==> config.mk <==
export PLATFORM = sky130hd
export DESIGN_NAME = i2c_line_conditioner
export DESIGN_NICKNAME = d
export VERILOG_FILES = /design/src/rtl/i2c_line_conditioner.sv
export SDC_FILE = /design/constraint.sdc
export NUM_CORES = 1
export LEC_CHECK = 0
export BUFFER_PORTS_ARGS = -buffer_cell sky130_fd_sc_hd__clkbuf_2
export CAP_MARGIN = 20
export CORE_AREA = 10 10 47 49
export DETAILED_ROUTE_END_ITERATION = 7
export DIE_AREA = 0 0 57 59
export SLEW_MARGIN = 15
export SYNTH_ARGS = -nofsm -noshare
export SYNTH_HDL_FRONTEND = slang
export SYNTH_SLANG_ARGS = --single-unit
==> constraint.sdc <==
create_clock -name clk -period 2.7 [get_ports clk]
set_input_delay 0.405 -clock clk [delete_from_list [all_inputs] [get_ports clk]]
set_output_delay 0.405 -clock clk [all_outputs]
set_load 0.03 [all_outputs]
==> src/rtl/i2c_line_conditioner.sv <==
// I2C receive front end: pin synchronizers, SCL edge and START/STOP detection, bus-busy.
// Define I2C_GLITCH_FILT_EN to insert a per-line glitch filter after the sync chains.
module i2c_line_conditioner #(
    parameter int SYNC_STAGES = 2,
    parameter int FILT_LEN    = 3
) (
    input  logic clk,
    input  logic n_rst,
    input  logic SDA_in,
    input  logic SCL_in,
    output logic SDA_sync,
    output logic SCL_sync,
    output logic rising_edge,
    output logic falling_edge,
    output logic start_found,
    output logic stop_found,
    output logic bus_busy
);

    if (SYNC_STAGES < 2 || SYNC_STAGES > 4) begin : g_bad_sync
        $error("SYNC_STAGES must be 2..4");
    end
    if (FILT_LEN < 2 || FILT_LEN > 15) begin : g_bad_filt
        $error("FILT_LEN must be 2..15");
    end

    logic [SYNC_STAGES-1:0] sda_chain;
    logic [SYNC_STAGES-1:0] scl_chain;
    logic                   sda_raw;
    logic                   scl_raw;
    logic                   sda_prev;
    logic                   scl_prev;

    // Chains reset high so an idle bus produces no edge at release.
    always_ff @(posedge clk or negedge n_rst) begin
        if (!n_rst) begin
            sda_chain <= '1;
            scl_chain <= '1;
        end else begin
            sda_chain <= {sda_chain[SYNC_STAGES-2:0], SDA_in};
            scl_chain <= {scl_chain[SYNC_STAGES-2:0], SCL_in};
        end
    end

    assign sda_raw = sda_chain[SYNC_STAGES-1];
    assign scl_raw = scl_chain[SYNC_STAGES-1];

`ifdef I2C_GLITCH_FILT_EN
    localparam logic [3:0] CNT_MAX = 4'(FILT_LEN - 1);

    logic [3:0] sda_cnt;
    logic [3:0] scl_cnt;
    logic       sda_filt;
    logic       scl_filt;

    // A new level is accepted only after FILT_LEN consecutive mismatching samples.
    always_ff @(posedge clk or negedge n_rst) begin
        if (!n_rst) begin
            sda_cnt  <= '0;
            scl_cnt  <= '0;
            sda_filt <= 1'b1;
            scl_filt <= 1'b1;
        end else begin
            if (sda_raw == sda_filt) begin
                sda_cnt <= '0;
            end else if (sda_cnt == CNT_MAX) begin
                sda_filt <= sda_raw;
                sda_cnt  <= '0;
            end else begin
                sda_cnt <= sda_cnt + 4'd1;
            end

            if (scl_raw == scl_filt) begin
                scl_cnt <= '0;
            end else if (scl_cnt == CNT_MAX) begin
                scl_filt <= scl_raw;
                scl_cnt  <= '0;
            end else begin
                scl_cnt <= scl_cnt + 4'd1;
            end
        end
    end

    assign SDA_sync = sda_filt;
    assign SCL_sync = scl_filt;
`else
    assign SDA_sync = sda_raw;
    assign SCL_sync = scl_raw;
`endif

    always_ff @(posedge clk or negedge n_rst) begin
        if (!n_rst) begin
            sda_prev <= 1'b1;
            scl_prev <= 1'b1;
            bus_busy <= 1'b0;
        end else begin
            sda_prev <= SDA_sync;
            scl_prev <= SCL_sync;
            if (start_found) begin
                bus_busy <= 1'b1;
            end else if (stop_found) begin
                bus_busy <= 1'b0;
            end
        end
    end

    assign rising_edge  = SCL_sync & ~scl_prev;
    assign falling_edge = ~SCL_sync & scl_prev;
    assign start_found  = SCL_sync & scl_prev & ~SDA_sync & sda_prev;
    assign stop_found   = SCL_sync & scl_prev & SDA_sync & ~sda_prev;

endmodule

# Word level (Yosys, flattened, before mapping)
# Index checks and enable logic that the tools add are counted.
# op_classes
mux,2
n_bitwise,11
reduce_logical,1
# op_table
operator,n
$and 1x1->1,7
$not 1->1,4
$mux 1,2
$reduce_bool 2->1,1
# word_totals
register_bits,7
in_bits,4
out_inout_bits,7
elab_cells,19

# Logic depth before layout (Yosys ltp)
# Gate-level depths: netlist (run 1).
# logic_depth
word_depth,5
depth_mapped,3
mapped_depth_nobuf,3

# Least setup slack after synthesis (run 1)
# Ideal clock, no wire load.
# synth_path
path_kind,reg2out
start,register scl_chain[1]
end,output port stop_found
arrival_time_ns,1.183
required_ns,2.295
slack_ns,1.112
stages_incl_launch_ff,3
path_cell_list,dfstp_2 -> nand3_2 -> nor2_1
# synth_via
elab_chain_cells,3
# synth_rtl
element,line,rtl
start: declaration,28,logic [SYNC_STAGES-1:0] scl_chain;
start signal: assignment,41,"scl_chain <= {scl_chain[SYNC_STAGES-2:0], SCL_in};"
$and 1x1->1 (3 in series),110,assign stop_found = SCL_sync & scl_prev & SDA_sync & ~sda_prev;
end: declaration,16,"output logic stop_found,"
# Every way passes these cells.

# Worst setup path after layout (run 1)
# layout_path
start,register scl_chain[1]
end,output port start_found
# layout_via
elab_chain_cells,3
# layout_rtl
element,line,rtl
$and 1x1->1 (3 in series),109,assign start_found = SCL_sync & scl_prev & ~SDA_sync & sda_prev;
end: declaration,15,"output logic start_found,"
# Every way passes these cells.

==> flow_summary.json, run 1 <==
{
  "status": "complete, no violations",
  "syn_inst": 16,
  "power_uw": 239.3,
  "start_kind": "flip-flop",
  "pwr_density_cell_nw_per_um2": 678.1,
  "synthDistinctLibCells": 9,
  "die_x_um": 57,
  "critPathArrivalTime_ns": 1.25,
  "leakage_uw": 0.0001672,
  "swShare_pct": 24.77,
  "switchingPower_uw": 59.26,
  "netlist_area_um2": 246.5,
  "finalCritPeriodShare_pct": 61.32,
  "ys_ff_latch": 7,
  "hold_viol": 0,
  "pwr-share-seq_pct": 50.1,
  "yosysWarnings": 0,
  "crit_type": "reg2out",
  "core_um2": 1401,
  "pwr-share-comb_pct": 10.8,
  "synthXorXnorAreaFrac_pct": 0,
  "final_cell_mix": "clkbuf_2 (10), dfstp_2 (6), clkbuf_4 (3)",
  "holdCritPathClass": "in2reg",
  "r2r_cells": 3,
  "grt_first_pass_wirelength_um": 814,
  "layout_commonest_cell": "clkbuf_2",
  "htree_num_levels": 1,
  "preCtsSetupSlack_ns": 1.291,
  "cp.required_ns": 2.30,
  "clk_pin_slew_ns": 0.05,
  "syn2layout_area_growth_pct": 43.15,
  "fin_ws_ns": 1.044,
  "setup_viol": 0,
  "drv_cap": 0,
  "via_per_inst": 3.894,
  "period_minus_slack_ns": 1.656,
  "startpoint": "scl_chain[1]",
  "cts_root_buf": "clkbuf_4",
  "numCtsBuffers": 3,
  "crit_path_max_fanout": 7,
  "peakVddDrop_mv": 0.2070,
  "wl_per_cell_um": 10.87,
  "drive_above_1_share_pct": 77.42,
  "synth_compound_area_share_pct": 6.091,
  "routed-via-count": 183,
  "drc": 0,
  "relSlewSlack_pct": 87.93,
  "clk-insertion-delay-late_ns": 0.25,
  "reg2reg_slack_ns": 1.73,
  "num_antenna_cells": 0,
  "synthSimpleGateAreaFrac_pct": 18.27,
  "setup_tns_ns": 0,
  "start_util_pct": 17.59,
  "antenna_found_initial": 0,
  "grt_pass1_vias": 200,
  "worstMarginPinSlew_ns": 0.1819,
  "grt.overflow.total": 0,
  "ant_nets": 0,
  "fin_hold_ws_ns": 0.2348,
  "syn-num-nets": 20,
  "first_iter_violations": 6,
  "io_buffers": 10,
  "r2r_start": "scl_chain[1]",
  "drt_wl_total_um": 511,
  "first_pass_iters": 2,
  "cts_tree": "built",
  "rsz0062_at_grt": "false",
  "synth_fa_ha_area_share_pct": 0,
  "nFillCells": 164,
  "slew_viol_final": 0,
  "muxShareOfSynthArea_pct": 0,
  "cts.sinks": 7,
  "cts_setup_buffers": 0,
  "crit_end": "start_found",
  "die_h_um": 59,
  "io_pins": 11,
  "cts_buffer_depth": 2,
  "end_kind": "output pin",
  "gp_congestion": 0.6209,
  "hold_buffers": 1,
  "grtUsageTotal_pct": 3.511,
  "fmax_ghz": 0.6040,
  "synth_top_family_by_area": "simple AND/OR/NAND/NOR gates",
  "grt_max_degree": 8,
  "clock_skew_ns": 0.002274,
  "final_nets": 36,
  "post_cts_resized": 0,
  "rr_endpoint": "bus_busy",
  "dp_hpwl_um": 416.3,
  "clkPwrFrac_pct": 39.1,
  "internal_power_uw": 180.0,
  "num_rows": 14,
  "syn_area_per_cell_um2": 15.41,
  "dieArea_um2": 3363,
  "ys_seq_area_share_pct": 74.11
}
[sequential cells by signal, indices dropped and copies added (netlist names)]
| signal | flops |
|---|---|
| sda_chain | 2 |
| sda_prev | 1 |
| scl_chain | 2 |
| scl_prev | 1 |
| bus_busy | 1 |
[worst max-delay path: stages (launching register included)]
cell,delay [ns]
dfstp_2,0.58
and4_2,0.22
clkbuf_2,0.20
[metal layers]
layer	wire, µm	vias up	track usage, %	part of all wire [%]
li1	-	85	-	-
met1	205	84	2.994	40
met2	186	12	3.721	36
met3	105	2	4.936	21
met4	14	0	3.020	2.7
met5	0	-	0	0
[how the worst min path moves through the flow]
stage                         endpoint  cells past startpoint  startpoint
after floorplan               bus_busy                      0       n_rst
after global placement        bus_busy                      1       n_rst
after detailed placement      bus_busy                      1       n_rst
after CTS                 sda_chain[0]                      1      SDA_in
after global routing      scl_chain[0]                      1      SCL_in
final                     sda_chain[0]                      1      SDA_in
[per-stage QoR]
stage / cell area, µm² / cells / util (%)
after floorplan: 246.5 / 16 / -
after global placement: 316.6 / 42 / 22.59
after detailed placement: 316.6 / 42 / 22.59
after CTS: 352.8 / 47 / 25.18
after global routing: 352.8 / 47 / 25.18
final: 352.8 / 47 / 25.18
[power by group through the flow]
stage / logic, µW / clock network [µW] / registers [µW]
6_report: 25.8 / 93.6 / 120
5_1_grt: 28.1 / 106 / 121
4_1_cts: 26.7 / 99.5 / 120
3_5_place_dp: 25.6 / 0 / 121
3_3_place_gp: 25.3 / 0 / 121
2_1_floorplan: 10.2 / 0 / 126
[cells in the mapped netlist]
| cell type | n | area (µm²) |
|---|---|---|
| dfstp_2 | 6 | 157.7 |
| dfrtp_1 | 1 | 25.02 |
| a31oi_1 | 1 | 6.260 |
| and4_2 | 1 | 10.01 |
| and2b_2 | 2 | 17.52 |
| inv_1 | 1 | 3.750 |
| a21oi_2 | 1 | 8.760 |
| nand3_2 | 1 | 10.01 |
| nor2_1 | 2 | 7.510 |
[cell families after synthesis]
group | count (synthesis)
buf+inv | 1
flops | 7
compound gates | 2
simple gates | 6
[area by class of cell]
cell class	instances	area, µm²	share of cell area, %
multi-input combinational	8	60.06	17.02
inverter	1	3.754	1.064
timing repair buffer	11	60.06	17.02
tap	16	20.02	5.674
sequential	7	182.7	51.77
clock buffer	4	26.28	7.447
Note: power is estimated with default switching activity, not from simulation.
==> inputs of run 2 (changes only) <==
- ABC_AREA: not set -> 1
- clock period: 2.7 -> 1.6 ns (I/O delays scaled with it)
==> run 2 against run 1 <==
- register-to-register slack got worse by 1.1 ns
- largest cell class unchanged
- synthesized cell count increased by 31%
- critical path type unchanged
- die area is the same
- first-iteration DRC count is 100% lower
==> flow_summary.json, run 2 <==
{
  "status": "complete, no violations",
  "startpoint": "scl_chain[1]",
  "finalCritPeriodShare_pct": 92.30,
  "via_per_inst": 3.058,
  "end_kind": "output pin",
  "syn_inst": 21,
  "period_minus_slack_ns": 1.477,
  "ys_seq_area_share_pct": 77.25,
  "first_iter_violations": 0,
  "io_buffers": 10,
  "layout_commonest_cell": "clkbuf_2",
  "clock_skew_ns": 0.001168,
  "drive_above_1_share_pct": 55.56,
  "cts_root_buf": "clkbuf_4",
  "first_pass_iters": 1,
  "synth_top_area_share_pct": 66.67,
  "swShare_pct": 25.66,
  "netlist_top_cells_area": "dfstp_2 (67%), dfrtp_1 (11%), inv_1 (7.9%)",
  "internal_power_uw": 307.0,
  "slowest_delay_ns": 0.56,
  "crit_type": "reg2out",
  "syn2layout_area_growth_pct": 44.97,
  "dieArea_um2": 3363,
  "start_kind": "flip-flop",
  "pwr_density_cell_nw_per_um2": 1205,
  "die_h_um": 59,
  "num_antenna_cells": 0,
  "yosysWarnings": 0,
  "grtUsageTotal_pct": 3.173,
  "ant_nets": 0,
  "fmax_ghz": 0.6771,
  "r2r_start": "scl_chain[1]",
  "clkPwrFrac_pct": 37.7,
  "crit_path_max_fanout": 5,
  "synth-async-reset-ratio_pct": 100.0,
  "num_rows": 14,
  "crit_chain": "nand2_1 -> inv_2 -> nand3_1 -> inv_1 -> buf_2",
  "rsz0062_at_grt": "false",
  "final_cell_mix": "clkbuf_2 (9), dfstp_2 (6), inv_1 (5)",
  "grt_first_pass_wirelength_um": 786,
  "grt_max_degree": 8,
  "grt_pass1_vias": 172,
  "slowest_stage": "dfstp_2",
  "setup_tns_ns": 0,
  "hold_viol": 0,
  "drc": 0,
  "slew_viol_final": 0,
  "synth_edf_count": 0,
  "numCtsBuffers": 3,
  "start_util_pct": 16.88,
  "routed-via-count": 159,
  "wl_per_cell_um": 8.500,
  "setup_viol": 0,
  "synthDistinctLibCells": 7,
  "clk_pin_slew_ns": 0.05,
  "ys_ff_latch": 7,
  "pwr-share-seq_pct": 49.2,
  "drv_cap": 0,
  "netlist_area_um2": 236.5,
  "cts.sinks": 7,
  "cts_tree": "built",
  "cts_setup_buffers": 0,
  "reg2reg_slack_ns": 0.66,
  "critPathArrivalTime_ns": 1.24,
  "syn_area_per_cell_um2": 11.26,
  "pwr-share-comb_pct": 13.2,
  "synth_commonest_cells": "dfstp_2 (6), inv_1 (5), nand2_1 (4)",
  "grt.overflow.total": 0,
  "gp_congestion": 0.6787,
  "syn-num-nets": 25,
  "htree_num_levels": 1,
  "relSlewSlack_pct": 88.27,
  "yosysMostFrequentCell": "dfstp_2",
  "antenna_found_initial": 0,
  "drt_wl_total_um": 442,
  "ys.flop_type": "dfstp_2",
  "cp.required_ns": 1.36,
  "die_x_um": 57,
  "holdCritPathClass": "in2reg",
  "worstMarginPinSlew_ns": 0.1767,
  "fin_hold_ws_ns": 0.07416,
  "clk-insertion-delay-late_ns": 0.24,
  "switchingPower_uw": 106.0,
  "leakage_uw": 0.0001966,
  "core_um2": 1401,
  "final_nets": 41,
  "cts_buffer_depth": 2,
  "io_pins": 11,
  "yosysTopAreaCell": "dfstp_2",
  "peakVddDrop_mv": 0.3916,
  "min_from": "SDA_in",
  "reg_top3": "scl_chain: 2 flops, sda_chain: 2 flops"
}
==> run 2: cell types whose count changed after synthesis <==
cell     previous run  this run
a21oi_2             1         0
a31oi_1             1         0
and2b_2             2         0
and4_2              1         0
inv_1               1         5
inv_2               0         1
nand2_1             0         4
nand3_1             0         1
nand3_2             1         0
nor2_1              2         3
==> run 2: kinds of logic after synthesis <==
logic type,after synthesis,share of synthesized area [%]
buffers and inverters,6,9.523
DFF,7,77.25
and+or+nand+nor,8,13.22
==> run 2: final timing paths <==
check,endpoint,cells after the start
min in group asynchronous,bus_busy,2
worst max register to register,bus_busy,5
max in group asynchronous,scl_chain[0],2
worst min register to register,scl_chain[1],0
worst min-delay path,sda_chain[0],1
worst max-delay path,start_found,5
==> run 2: power by group through the flow <==
stage / clock [µW] / combinational [µW] / sequential [µW]
2_1_floorplan: 0 / 17.7 / 221
3_3_place_gp: 0 / 53.2 / 205
3_5_place_dp: 0 / 53.9 / 206
4_1_cts: 165 / 55.8 / 203
5_1_grt: 178 / 59.4 / 205
6_report: 155 / 54.4 / 203
==> run 2: area by class of cell <==
| class | instances | area (µm²) |
|---|---|---|
| clock buffer | 4 | 26.28 |
| fill | 155 | 1059 |
| inverter | 6 | 22.52 |
| multi-input combinational | 8 | 31.28 |
| sequential | 7 | 182.7 |
| tap | 16 | 20.02 |
| timing repair buffer | 11 | 60.06 |
==> run 2: worst max-delay path: cells and delay by family (launching register included) <==
family | cells | cell delay [ns]
AND/OR/NAND/NOR | 2 | 0.14
flip-flops | 1 | 0.56
buffers and inverters | 3 | 0.30
==> run 2: stage by stage <==
step	area, µm²	setup WS (ns)	total power (µW)	instances	utilization (%)
after floorplan	236.5	0.2677	238.4	21	-
after global placement	306.5	0.3785	258.2	47	21.88
after detailed placement	306.5	0.3550	259.7	47	21.88
after CTS	342.8	0.07783	424.4	52	24.46
after global routing	342.8	0.01101	442.7	52	24.46
final	342.8	0.1231	413.0	52	24.46
==> run 2: repair_timing <==
item | 4_1_cts | 5_1_grt
endpoints found under the setup margin | 0 | 1
hold endpoints to repair | 1 | 0
hold buffers | 1 | 0
gates resized for setup | 0 | 1
==> run 2: metal layers <==
metal | share of wire, % | routed length (µm) | GRT usage [%]
met5 | 0 | 0 | 0
met3 | 14 | 61 | 3.863
met2 | 36 | 157 | 3.566
met4 | 0 | 0 | 2.013
met1 | 50 | 223 | 3.136
